**src/rtl/gray_pkg.sv**
```systemverilog
// rtl/gray_pkg.sv - shared binary/Gray conversion helpers and step encoding
//
// Purpose: width-generic Gray-code helpers reused by any block that needs
// one-bit-change-per-step sequences or pointers. Values narrower than
// GRAY_MAXW are passed zero-extended; the zero upper bits make both
// conversions exact for the live low bits, so callers just truncate the
// result back to their own width.
//
// Contents:
//   GRAY_MAXW   widest supported counter
//   gray_word_t container type for all helper arguments and results
//   step_e      kind of update a counter performs on a clock edge
//   bin2gray    binary -> Gray
//   gray2bin    Gray -> binary (XOR prefix from the MSB down)
//   gray_max    all-ones value of a given width
package gray_pkg;

   localparam int GRAY_MAXW = 32;

   typedef logic [GRAY_MAXW-1:0] gray_word_t;

   typedef enum logic [1:0] {
      STEP_HOLD = 2'd0,
      STEP_LOAD = 2'd1,
      STEP_INC  = 2'd2,
      STEP_DEC  = 2'd3
   } step_e;

   function automatic gray_word_t bin2gray(input gray_word_t b);
      return b ^ (b >> 1);
   endfunction

   // Bit i of the binary value is the XOR of all Gray bits from the MSB down to i.
   function automatic gray_word_t gray2bin(input gray_word_t g);
      gray_word_t b;
      b[GRAY_MAXW-1] = g[GRAY_MAXW-1];
      for (int i = GRAY_MAXW - 2; i >= 0; i--) begin
         b[i] = b[i+1] ^ g[i];
      end
      return b;
   endfunction

   function automatic gray_word_t gray_max(input int width);
      return {GRAY_MAXW{1'b1}} >> (GRAY_MAXW - width);
   endfunction

endpackage

```
**src/rtl/gray_counter.sv**
```systemverilog
// rtl/gray_counter.sv - registered up/down Gray-code counter with load
//
// Purpose: a single binary count register with matching registered Gray and
// binary views. Both views are loaded from the same next value, so they never
// disagree and the Gray output is glitch-free (never derived from bin_out).
//
// Parameters:
//   WIDTH      counter width (2..GRAY_MAXW)
//   WRAP       1 = wrap between MAX and 0, 0 = saturate at the ends
//   RESET_VAL  binary count value applied by reset
//
// Ports:
//   clk           in   rising-edge clock
//   rst_n         in   asynchronous active-low reset
//   en            in   count enable, one step per cycle
//   up            in   direction, 1 = increment, 0 = decrement
//   load          in   synchronous load strobe, overrides en
//   load_is_gray  in   1 = load_val is Gray-coded, 0 = binary
//   load_val      in   value to load
//   gray_out      out  registered Gray code of the count
//   bin_out       out  registered binary count
//   tc            out  combinational terminal count for the live direction
//   wrap_pulse    out  registered, one cycle high after a wrapping step
module gray_counter
   import gray_pkg::*;
#(
   parameter int               WIDTH     = 4,
   parameter bit               WRAP      = 1'b1,
   parameter logic [WIDTH-1:0] RESET_VAL = '0
) (
   input  logic             clk,
   input  logic             rst_n,
   input  logic             en,
   input  logic             up,
   input  logic             load,
   input  logic             load_is_gray,
   input  logic [WIDTH-1:0] load_val,
   output logic [WIDTH-1:0] gray_out,
   output logic [WIDTH-1:0] bin_out,
   output logic             tc,
   output logic             wrap_pulse
);

   localparam logic [WIDTH-1:0] MAX        = WIDTH'(gray_max(WIDTH));
   localparam logic [WIDTH-1:0] RESET_GRAY = WIDTH'(bin2gray(GRAY_MAXW'(RESET_VAL)));

   logic [WIDTH-1:0] cnt_q,  cnt_d;
   logic [WIDTH-1:0] gray_q, gray_d;
   logic             wrap_q, wrap_d;
   step_e            step;

   always_comb begin
      step = STEP_HOLD;
      if (load) begin
         step = STEP_LOAD;
      end else if (en) begin
         step = up ? STEP_INC : STEP_DEC;
      end
   end

   always_comb begin
      cnt_d  = cnt_q;
      wrap_d = 1'b0;
      unique case (step)
         STEP_LOAD: begin
            cnt_d = load_is_gray ? WIDTH'(gray2bin(GRAY_MAXW'(load_val))) : load_val;
         end
         STEP_INC: begin
            if (cnt_q == MAX) begin
               // Saturating build leaves the count parked at MAX.
               if (WRAP) begin
                  cnt_d  = '0;
                  wrap_d = 1'b1;
               end
            end else begin
               cnt_d = cnt_q + 1'b1;
            end
         end
         STEP_DEC: begin
            if (cnt_q == '0) begin
               if (WRAP) begin
                  cnt_d  = MAX;
                  wrap_d = 1'b1;
               end
            end else begin
               cnt_d = cnt_q - 1'b1;
            end
         end
         default: begin
         end
      endcase
      // Gray view comes from the next count, not from the registered binary.
      gray_d = WIDTH'(bin2gray(GRAY_MAXW'(cnt_d)));
   end

   always_ff @(posedge clk or negedge rst_n) begin
      if (!rst_n) begin
         cnt_q  <= RESET_VAL;
         gray_q <= RESET_GRAY;
         wrap_q <= 1'b0;
      end else begin
         cnt_q  <= cnt_d;
         gray_q <= gray_d;
         wrap_q <= wrap_d;
      end
   end

   assign bin_out    = cnt_q;
   assign gray_out   = gray_q;
   assign wrap_pulse = wrap_q;
   assign tc         = (up && (cnt_q == MAX)) || (!up && (cnt_q == '0));

endmodule

```
**config.mk**
```make
export PLATFORM = sky130hd
export DESIGN_NAME = gray_counter
export DESIGN_NICKNAME = d
export VERILOG_FILES = /design/src/rtl/gray_pkg.sv /design/src/rtl/gray_counter.sv
export SDC_FILE = /design/constraint.sdc
export NUM_CORES = 1
export LEC_CHECK = 0
export CAP_MARGIN = 30
export CELL_PAD_IN_SITES_DETAIL_PLACEMENT = 2
export CELL_PAD_IN_SITES_GLOBAL_PLACEMENT = 2
export CORE_MARGIN = 1.5
export CORE_UTILIZATION = 28
export CTS_BUF_LIST = sky130_fd_sc_hd__clkbuf_4 sky130_fd_sc_hd__clkbuf_8
export DETAILED_ROUTE_END_ITERATION = 16
export GPL_ROUTABILITY_DRIVEN = 0
export PLACE_DENSITY_LB_ADDON = 0.1
export SETUP_SLACK_MARGIN = 0.5
export SLEW_MARGIN = 15
export SYNTH_ARGS = -nofsm -noshare
export SYNTH_HDL_FRONTEND = slang
export SYNTH_SLANG_ARGS = --single-unit
```
**constraint.sdc**
```tcl
create_clock -name clk -period 4 [get_ports clk]
set_input_delay 0.6 -clock clk [delete_from_list [all_inputs] [get_ports clk]]
set_output_delay 0.6 -clock clk [all_outputs]
set_load 0.01 [all_outputs]
```
Yosys cells after proc, flatten, opt, wreduce, memory -nomap -nowiden

Index checks and enable logic that the tools add are counted.

Add/sub/neg operators: 2
Equality and inequality tests: 4
Mux-type cells: 10
Bitwise logic cells: 4
Reductions and logical operators: 5

Operators with widths:

| kind                                                                  | count |
|---|---|
| 4-bit one-hot mux with 3 select lines                                 | 1 |
| 4-bit two-way mux                                                     | 2 |
| 4-bit by 1-bit adder with 4-bit output, second input constant         | 1 |
| 2-bit equality test, second input constant                            | 2 |
| 4-bit equality test, second input constant                            | 1 |
| 4-bit logical NOT                                                     | 1 |
| 2-bit two-way mux                                                     | 2 |
| 4-bit by 1-bit subtractor with 4-bit output, second input constant    | 1 |
| 4-bit by 3-bit XOR with 4-bit output                                  | 1 |
| 1-bit two-way mux                                                     | 3 |
| 3-bit two-way mux                                                     | 1 |
| 1-bit XOR                                                             | 3 |
| 2-bit by 1-bit equality test with 1-bit output, second input constant | 1 |
| 1-bit logical AND                                                     | 2 |
| 1-bit one-hot mux with 2 select lines                                 | 1 |
| 1-bit logical NOT                                                     | 1 |
| 1-bit logical OR                                                      | 1 |

Flip-flop bits (word level): 9
Input port bits: 10
Output and inout port bits: 10

Longest topological paths before layout

Gate-level depths: netlist of the first run.

Depth after elaboration: 6
Depth in mapped cells: 7
Depth with buffers taken out: 7

Worst setup path before layout of the first run

No wires, ideal clock.

Kind: register -> output
From: reg cnt_q[0] (netlist: bin_out[0])
To: out tc
Arrival: 1272 ps
Data required time: 3400 ps
Setup slack: 2128 ps
Stages on the path, launching flop included: 5
Path through: dfrtp_1 > inv_1 > ha_1 > or4b_4 > nand2_1

Cells in the longest elaborated chain, start to end: 3

RTL lines:

| element                                                  | line                | source |
|---|---|---|
| start: declaration                                       | gray_counter.sv:47  | `logic [WIDTH-1:0] cnt_q, cnt_d;` |
| start signal: assignment                                 | gray_counter.sv:102 | `cnt_q <= cnt_d;` |
| 4-bit equality test or 4-bit logical NOT (tied branches) | gray_counter.sv:111 | `assign tc = (up && (cnt_q == MAX)) \|\| (!up && (cnt_q == '0));` |
| 1-bit logical AND                                        | gray_counter.sv:111 |  |
| 1-bit logical OR (*)                                     | gray_counter.sv:111 |  |
| end: declaration                                         | gray_counter.sv:40  | `output logic tc,` |

Every way passes the cells marked *; elsewhere a longest branch is shown, timed or not.

Final worst setup path of the first run

From: in up
To: out tc

Cells in the longest elaborated chain, start to end: 3

RTL lines:

| element              | line                | source |
|---|---|---|
| start: declaration   | gray_counter.sv:34  | `input logic up,` |
| 1-bit logical NOT    | gray_counter.sv:111 |  |
| 1-bit logical AND    | gray_counter.sv:111 |  |
| 1-bit logical OR (*) | gray_counter.sv:111 |  |

Marked as above.

==> results.json, run 1 <==
{
  "fillers": 207,
  "startpoint_type": "input pin",
  "synth-edff-count": 0,
  "fin_crit_sh": 0.7254,
  "coreArea_um2": 1764,
  "critPathMaxFanout": 6,
  "cts_tree": "done",
  "port_buffers": 19,
  "boundaryPins": 20,
  "synth_xor_area_frac": 0.1597,
  "cp.arrival_ps": 2300,
  "synth_compound_area_frac": 0.1528,
  "fmax_mhz": 344.7,
  "grt_antenna_before_repair": 0,
  "fin_nets": 90,
  "syn_avg_cell_area_um2": 9.652,
  "fin_total_pwr_uw": 310.1,
  "post_cts_resized": 0,
  "start_util": 0.3064,
  "hpwl_mm": 1.120,
  "cp-end-kind": "primary output",
  "synth_fa_ha_area_frac": 0.04630,
  "route.met3.wl_um": 47,
  "die_w_um": 46.94,
  "clkTransAtPathRegs_ps": 50,
  "finalClockSkew_ps": 0.2676,
  "async_flop_share": 1.000,
  "track_usage": 0.1565,
  "ys_types": 27,
  "syn2layout_area_growth_pct": 42.36,
  "ir_drop_mv": 0.2290,
  "syn_area_um2": 540.5,
  "worst_pin_slew_ps": 359.0,
  "hold_path_class": "in2async",
  "path_cells": "clkdlybuf4s50_1 -> or4b_4 -> nand2_1 -> clkdlybuf4s50_1",
  "final-setup-viol-count": 0,
  "dr.max_layer_used": "met4",
  "cp_slowest_cell": "or4b_4",
  "worst_path_most_repeated_cell": "clkdlybuf4s50_1",
  "drcViolationCount": 0,
  "drv_slew": 0,
  "insertedDiodeCount": 0,
  "clkLatencyLatePin_ps": 250,
  "slew_headroom": 0.7599,
  "wl_met2_um": 675,
  "yosys_warnings": 0,
  "crit_type": "in2out",
  "rsz0062_at_grt": "false",
  "ctsHoldBuffers": 0,
  "firstDrtPassIters": 4,
  "viasPerCell": 4.792,
  "final_common_cell": "clkdlybuf4s50_1",
  "rows": 15,
  "syn_inst": 56,
  "hold_violations": 0,
  "drv_cap": 0,
  "worst-path-buf-inv": 2,
  "status": "finished, final reports clean",
  "die_area_um2": 2203,
  "clockBufferDepth": 2,
  "synth-seq-cells": 8,
  "fin_setup_tns_ps": 0,
  "crit_family": "buffers and inverters",
  "grt-ovfl-total": 0,
  "die_h_um": 46.94,
  "grt_pass1_vias": 486,
  "cts_root_buffer": "clkbuf_4",
  "grt_pass1_wl_mm": 2.256,
  "synth_nets": 68,
  "vias": 484,
  "fin_crit_ps": 2901,
  "routedWlPerCell_um": 13.77,
  "grt_max_degree": 10,
  "slowest_delay_ps": 540,
  "synth_seq_area_share": 0.3704,
  "drt_iter0_markers": 3,
  "cp.required_ps": 3400,
  "cts-htree-levels": 1,
  "drt-met1-wl_um": 623,
  "synth_mux_area_frac": 0.06019,
  "post_cts_buffers": 0,
  "drt-total-wl_mm": 1.391,
  "final_cell_mix": "clkdlybuf4s50_1 (19), dfrtp_1 (8), nand2_1 (6)",
  "cts.sinks": 8,
  "synthSimpleGateAreaFrac": 0.1551,
  "synthFlopType": "dfrtp_1",
  "ant_nets": 0,
  "power.leakage_uw": 0.0003235,
  "synth_top_family_by_area": "XOR/XNOR gates",
  "cts_buffers": 3,
  "power_density_nw_per_um2": 403.0,
  "drive_above_1_share": 0.1053
}
## routing by layer
| metal | vias up | global-route usage |
|---|---|---|
| li1 | 235 | - |
| met2 | 12 | 0.2356 |
| met4 | 0 | 0.1167 |
| met1 | 233 | 0.1952 |
| met3 | 4 | 0.03462 |
| met5 | - | 0 |
## through the flow
stage                     instances  utilization  worst slack, ps  instance area, µm²  hold WS (ps)
after floorplan                  56            -             2128               540.5         304.4
after global placement           98       0.4234             1118               747.0         819.5
after detailed placement         98       0.4234             1104               747.0         830.3
after CTS                       101       0.4362             1095               769.5         614.1
after global routing            101       0.4362             1039               769.5         622.3
final                           101       0.4362             1099               769.5         613.2
## kinds of logic (layout without fill, tap and decap cells)
kind of cell	after synthesis	in the layout
xor+xnor	9	9
simple gates	16	16
fa+ha+maj	2	2
compound gates	12	12
flops	8	8
mux	3	3
buf+inv	6	26
## state kept, by name (all words and copies together), names as in the netlist
signal      cells
bin_out         4
wrap_pulse      1
gray_out        3
## where the power goes
group	switching [µW]	internal, µW	total [µW]	leakage [µW]
clock	28.0	34.4	62.4	0.0000138
sequential	16.1	98.7	115	0.0000946
combinational	60.0	72.9	133	0.000215
total	104	206	310	0.000323
## layout make-up
class / count / area, µm² / share of cell area
inverters: 4 / 15.01 / 0.01951
clock buffers: 3 / 22.52 / 0.02927
well taps: 25 / 31.28 / 0.04065
flip-flops and latches: 8 / 200.2 / 0.2602
multi-input cells: 42 / 310.3 / 0.4033
repair buffers: 19 / 190.2 / 0.2472
## cells in the mapped netlist (2+ instances only)
cell type  n  area (µm²)
nor2_1     3       11.26
buf_4      2       15.01
xor2_1     4       35.03
xnor2_1    4       35.03
a21oi_1    2       10.01
inv_1      4       15.01
a21oi_2    2       17.52
o21ai_1    3       15.01
ha_1       2       25.02
dfrtp_1    8       200.2
nand2_1    6       22.52
## worst paths after layout
kind,start,endpoint,slack [ps],depth (start not counted)
worst max-delay path,up,tc,1100,4
worst min-delay path,rst_n,gray_out[1]$_DFF_PN0_,610,1
worst max register to register,bin_out[0]$_DFF_PN0_,gray_out[0]$_DFF_PN0_,2160,7
worst min register to register,bin_out[0]$_DFF_PN0_,bin_out[0]$_DFF_PN0_,840,3
max in group asynchronous,rst_n,bin_out[0]$_DFF_PN0_,3140,1
min in group clk,bin_out[0]$_DFF_PN0_,bin_out[0]$_DFF_PN0_,840,3
Note: power is estimated with default switching activity, not from simulation.
==> run 2: changes to the inputs <==
--- a/config.mk
+++ b/config.mk
@@ -9,7 +9,7 @@
 export CELL_PAD_IN_SITES_DETAIL_PLACEMENT = 2
 export CELL_PAD_IN_SITES_GLOBAL_PLACEMENT = 2
 export CORE_MARGIN = 1.5
-export CORE_UTILIZATION = 28
+export CORE_UTILIZATION = 23
 export CTS_BUF_LIST = sky130_fd_sc_hd__clkbuf_4 sky130_fd_sc_hd__clkbuf_8
 export DETAILED_ROUTE_END_ITERATION = 16
 export GPL_ROUTABILITY_DRIVEN = 0
==> constraint.sdc (replaced) <==
create_clock -name clk -period 2.35 [get_ports clk]
set_input_delay 0.3525 -clock clk [delete_from_list [all_inputs] [get_ports clk]]
set_output_delay 0.3525 -clock clk [all_outputs]
set_load 0.01 [all_outputs]
==> run 2 against run 1 <==
Net effect:
- design area is 11% higher
- sequential share of layout area is 2.5 points lower
- register-to-register slack worse by 1700 ps
- critical path depth is 1 higher
- critical endpoint unchanged
- largest power group unchanged
==> results.json, run 2 (synthesis gave the netlist of run 1 again) <==
{
  "multi_input_comb_area_um2": 334.1,
  "syn2layout_area_growth_pct": 57.41,
  "ff2ff_setup_slack_ps": 510,
  "power_density_nw_per_um2": 667.1,
  "pre_cts_ws_ps": 91.74,
  "cts.sinks": 8,
  "coreArea_um2": 2212,
  "drt-total-wl_mm": 1.533,
  "drv_slew": 0,
  "placed_cells_incl_taps": 105,
  "final_common_cell": "clkdlybuf4s50_1",
  "cts_tree": "done",
  "ctsHoldBuffers": 0,
  "power.leakage_uw": 0.0003584,
  "clkTransAtPathRegs_ps": 50,
  "rows": 17,
  "hold_violations": 0,
  "crit_family": "simple AND/OR/NAND/NOR gates",
  "drv_cap": 0,
  "clkLatencyLatePin_ps": 250,
  "worst-path-buf-inv": 2,
  "hold-worst-slack_ps": 377.2,
  "drive_above_1_share": 0.2530,
  "fillers": 254,
  "fin_crit_ps": 1892,
  "drt_iter0_markers": 2,
  "insertedDiodeCount": 0,
  "rsz0062_at_grt": "true",
  "hold_path_class": "in2async",
  "grt_pass1_wl_mm": 2.477,
  "die_w_um": 51.48,
  "clockBufferDepth": 2,
  "fmax_mhz": 528.5,
  "worst_pin_slew_ps": 365.0,
  "final_cell_mix": "clkdlybuf4s50_1 (18), dfrtp_1 (8), buf_4 (7), nand2_1 (5)",
  "cp-startpoint": "bin_out[1]$_DFF_PN0_",
  "drcViolationCount": 0,
  "crit_type": "reg2out",
  "status": "finished, final reports clean",
  "timing.rr.end": "gray_out[0]$_DFF_PN0_",
  "slew_headroom": 0.7559,
  "worst-r2r-cell-count": 8,
  "grt_antenna_before_repair": 0,
  "critPathMaxFanout": 2,
  "fin_setup_tns_ps": 0,
  "fin_nets": 97,
  "port_buffers": 19,
  "path_cells": "inv_2 -> ha_4 -> or4b_4 -> nand2_4 -> buf_6",
  "fin_crit_sh": 0.8052,
  "utilization": 0.3846,
  "die_area_um2": 2650,
  "fin_cells": 111,
  "cp-end-kind": "primary output",
  "cts_buffers": 3,
  "slowest_delay_ps": 480,
  "die_h_um": 51.48,
  "cp.required_ps": 2000,
  "routedWlPerCell_um": 13.81,
  "hpwl_mm": 1.128,
  "ff_latch_area_um2": 200.2,
  "cp_slowest_cell": "or4b_4",
  "boundaryPins": 20,
  "crit_end": "tc",
  "grt_pass1_vias": 557,
  "final-setup-viol-count": 0,
  "track_usage": 0.1300,
  "cts-htree-levels": 1,
  "ir_drop_mv": 0.2526,
  "grt-ovfl-total": 0,
  "firstDrtPassIters": 2,
  "start_util": 0.2443,
  "startpoint_type": "flop",
  "cp.arrival_ps": 1540,
  "vias": 504,
  "crit_cells": 5,
  "grt_max_degree": 10,
  "layout_setup_ws_ps": 457.7,
  "finalClockSkew_ps": 0.3458,
  "cts_root_buffer": "clkbuf_4",
  "largest_reg_flops": 4,
  "ant_nets": 0,
  "viasPerCell": 4.541,
  "r2r-start": "bin_out[1]$_DFF_PN0_"
}
run 2: cell types whose count changed in the layout (fill, tap and decap cells not counted), sizes merged:
cell / previous run / this run
buf: 0 / 8
clkdlybuf4s50: 19 / 18
run 2: metal layers:
metal	track usage	wire [µm]
met1	0.1525	627
met2	0.2350	841
met5	0	0
met3	0	47
met4	0.07895	17
run 2: cell type report:
cell class              count  share of cell area
repair buffers             26              0.2868
inverters                   4             0.01765
clock buffers               3             0.02647
flip-flops and latches      8              0.2353
well taps                  28             0.04118
multi-input cells          42              0.3926
run 2: metrics by stage:
stage | power, µW | area (µm²)
floorplan | 310.8 | 540.5
global placement | 437.5 | 780.7
detailed placement | 440.5 | 780.7
CTS | 573.1 | 842.1
global route | 611.4 | 850.8
finish | 567.6 | 850.8
run 2: how the worst min path moves through the flow:
stage | from | to | slack [ps] | cells after the start
floorplan | rst_n | bin_out[0]$_DFF_PN0_ | 60 | 0
global placement | rst_n | gray_out[2]$_DFF_PN0_ | 650 | 1
detailed placement | rst_n | gray_out[2]$_DFF_PN0_ | 650 | 1
CTS | rst_n | wrap_pulse$_DFF_PN0_ | 370 | 1
global route | rst_n | bin_out[3]$_DFF_PN0_ | 390 | 1
finish | rst_n | wrap_pulse$_DFF_PN0_ | 380 | 1
run 2: repair_timing:
item / CTS / global route
endpoints found under the hold margin: 0 / 0
resized for setup: 10 / 2
buffers inserted: 3 / 0
endpoints found under the setup margin: 1 / 5
pin swaps: 1 / 1
cloned: 0 / 0
run 2: where the power goes:
part	internal (µW)	switching, µW
Sequential	168	18.4
Clock	58.5	47.2
Combinational	150	125
==> run 3: changes to the inputs <==
==> constraint.sdc (replaced) <==
create_clock -name clk -period 1.68 [get_ports clk]
set_input_delay 0.252 -clock clk [delete_from_list [all_inputs] [get_ports clk]]
set_output_delay 0.252 -clock clk [all_outputs]
set_load 0.01 [all_outputs]
==> run 3 against run 2 <==
Net effect:
- the flow now finishes with violations (negative setup slack)
- die area is the same
- count of clock-buffer cells in the layout grew 1
- non-clock buffer count increased by 23
- worst setup slack worse by 610 ps
- global-route usage rose by 2.9 points
- design area rose by 31%
- total power increased by 75%
- via count rose by 19%
- register-to-register slack got worse by 620 ps
- flip-flop and latch count is the same
==> results.json, run 3 (synthesis gave the netlist of run 1 again) <==
{
  "status": "complete, but fails checks",
  "violations": "negative setup slack",
  "layout_setup_ws_ps": -149.8,
  "r2r-start": "bin_out[1]$_DFF_PN0_",
  "syn2layout_area_growth_pct": 105.6,
  "worst_pin_slew_ps": 430.5,
  "cp-end-kind": "primary output",
  "ir_drop_mv": 0.4499,
  "final_common_cell": "buf_4",
  "power.share.combinational": 0.555,
  "p_switching_uw": 339.4,
  "final_cell_mix": "buf_4 (23), buf_6 (13), clkdlybuf4s50_1 (9), dfrtp_1 (6)",
  "boundaryPins": 20,
  "cp.arrival_ps": 1580,
  "fin_setup_tns_ps": -434.0,
  "drt_iter0_markers": 0,
  "startpoint_type": "flop",
  "clockBufferDepth": 2,
  "grt_max_degree": 9,
  "die_area_um2": 2650,
  "grt_antenna_before_repair": 0,
  "pre_cts_ws_ps": -392.7,
  "firstDrtPassIters": 1,
  "rows": 17,
  "final_design_area_no_fill_um2": 1111,
  "cts_buffers": 3,
  "hold-worst-slack_ps": 253.8,
  "port_buffers": 19,
  "clkTransAtPathRegs_ps": 60,
  "grt-ovfl-total": 0,
  "ff2ff_setup_slack_ps": -110,
  "hold_path_class": "in2async",
  "rsz0062_at_grt": "true",
  "grt_pass1_wl_mm": 3.042,
  "ant_nets": 0,
  "seq_power_share": 0.258,
  "timing.rr.end": "gray_out[0]$_DFF_PN0_",
  "drv_slew": 0,
  "pwr-share-clk": 0.188,
  "fin_crit_sh": 1.089,
  "cts.sinks": 8,
  "coreArea_um2": 2212,
  "fin_total_pwr_uw": 992.0,
  "fin_nets": 120,
  "crit_type": "reg2out",
  "largest_reg_flops": 4,
  "clkLatencyLatePin_ps": 270,
  "cts-htree-levels": 1,
  "cp-startpoint": "bin_out[1]$_DFF_PN0_",
  "grt_pass1_vias": 676,
  "final-setup-viol-count": 5,
  "cp.required_ps": 1430,
  "drt-total-wl_mm": 2.045,
  "dpl_cell_area_um2": 907.1,
  "hold_violations": 0,
  "finalClockSkew_ps": 9.723,
  "insertedDiodeCount": 0,
  "hpwl_mm": 1.283,
  "drive_above_1_share": 0.5514,
  "cts_root_buffer": "clkbuf_4",
  "power_density_nw_per_um2": 892.8,
  "drcViolationCount": 0,
  "swShare": 0.3421,
  "ctsHoldBuffers": 0,
  "worst-r2r-cell-count": 8,
  "start_util": 0.2443,
  "viasPerCell": 4.437,
  "cts_tree": "done",
  "track_usage": 0.1585,
  "fmax_mhz": 546.5,
  "p_int_uw": 652.6,
  "die_h_um": 51.48,
  "vias": 599,
  "critPathMaxFanout": 2,
  "die_w_um": 51.48,
  "routedWlPerCell_um": 15.15,
  "power.leakage_uw": 0.0005130,
  "fin_crit_ps": 1830,
  "drv_cap": 0,
  "slew_headroom": 0.7092
}
==> run 3: changes by cell type in the layout (fill, tap and decap cells not counted), sizes merged <==
cell	before	now
buf	8	36
clkdlybuf4s50	18	9
dlygate4sd2	0	3
clkbuf	3	4
clkdlybuf4s15	0	1
==> run 3: layout make-up <==
cell class                      count  area, µm²
Tap cell                           28      35.03
Timing Repair Buffer               49      445.4
Clock buffer                        4      30.03
Multi-Input combinational cell     42      382.9
Sequential cell                     8      202.7
Fill cell                         246       1101
Inverter                            4      15.01
==> run 3: repair_timing <==
action	in CTS	in global routing
buffers inserted	9	4
endpoints found under the setup margin	18	15
pin swaps	4	7
resized for setup	40	11
==> run 3: metrics by stage <==
stage | utilization | std cells
after global routing | 0.5023 | 135
after CTS | 0.4649 | 131
after floorplan | - | 56
final | 0.5023 | 135
after detailed placement | 0.4101 | 118
after global placement | 0.4101 | 118
==> run 3: worst max path at each step <==
stage | end | slack (ps) | cells past startpoint
2_1_floorplan | gray_out[0]$_DFF_PN0_ | 70 | 7
3_3_place_gp | tc | -370 | 4
3_5_place_dp | tc | -390 | 4
4_1_cts | tc | -100 | 5
5_1_grt | tc | -190 | 5
6_report | tc | -150 | 5
==> run 3: power groups by stage <==
stage / sequential [µW] / clock (µW) / combinational [µW]
floorplan: 295 / 0 / 161
global placement: 257 / 0 / 414
detailed placement: 258 / 0 / 422
CTS: 254 / 185 / 481
global route: 258 / 202 / 595
finish: 256 / 186 / 550
==> run 3: critical path, cell delays in order, from the launching register on <==
cell	delay, ps
dfrtp_2	410
inv_2	80
ha_4	130
or4b_4	490
nand2_4	90
buf_6	100
==> run 3: per-layer routing <==
metal | track usage | wire length [µm] | vias up
met4 | 0.05263 | 35 | 0
met3 | 0.07018 | 105 | 6
met5 | 0 | 0 | -
met1 | 0.1444 | 720 | 276
met2 | 0.3056 | 1184 | 23
li1 | - | - | 294
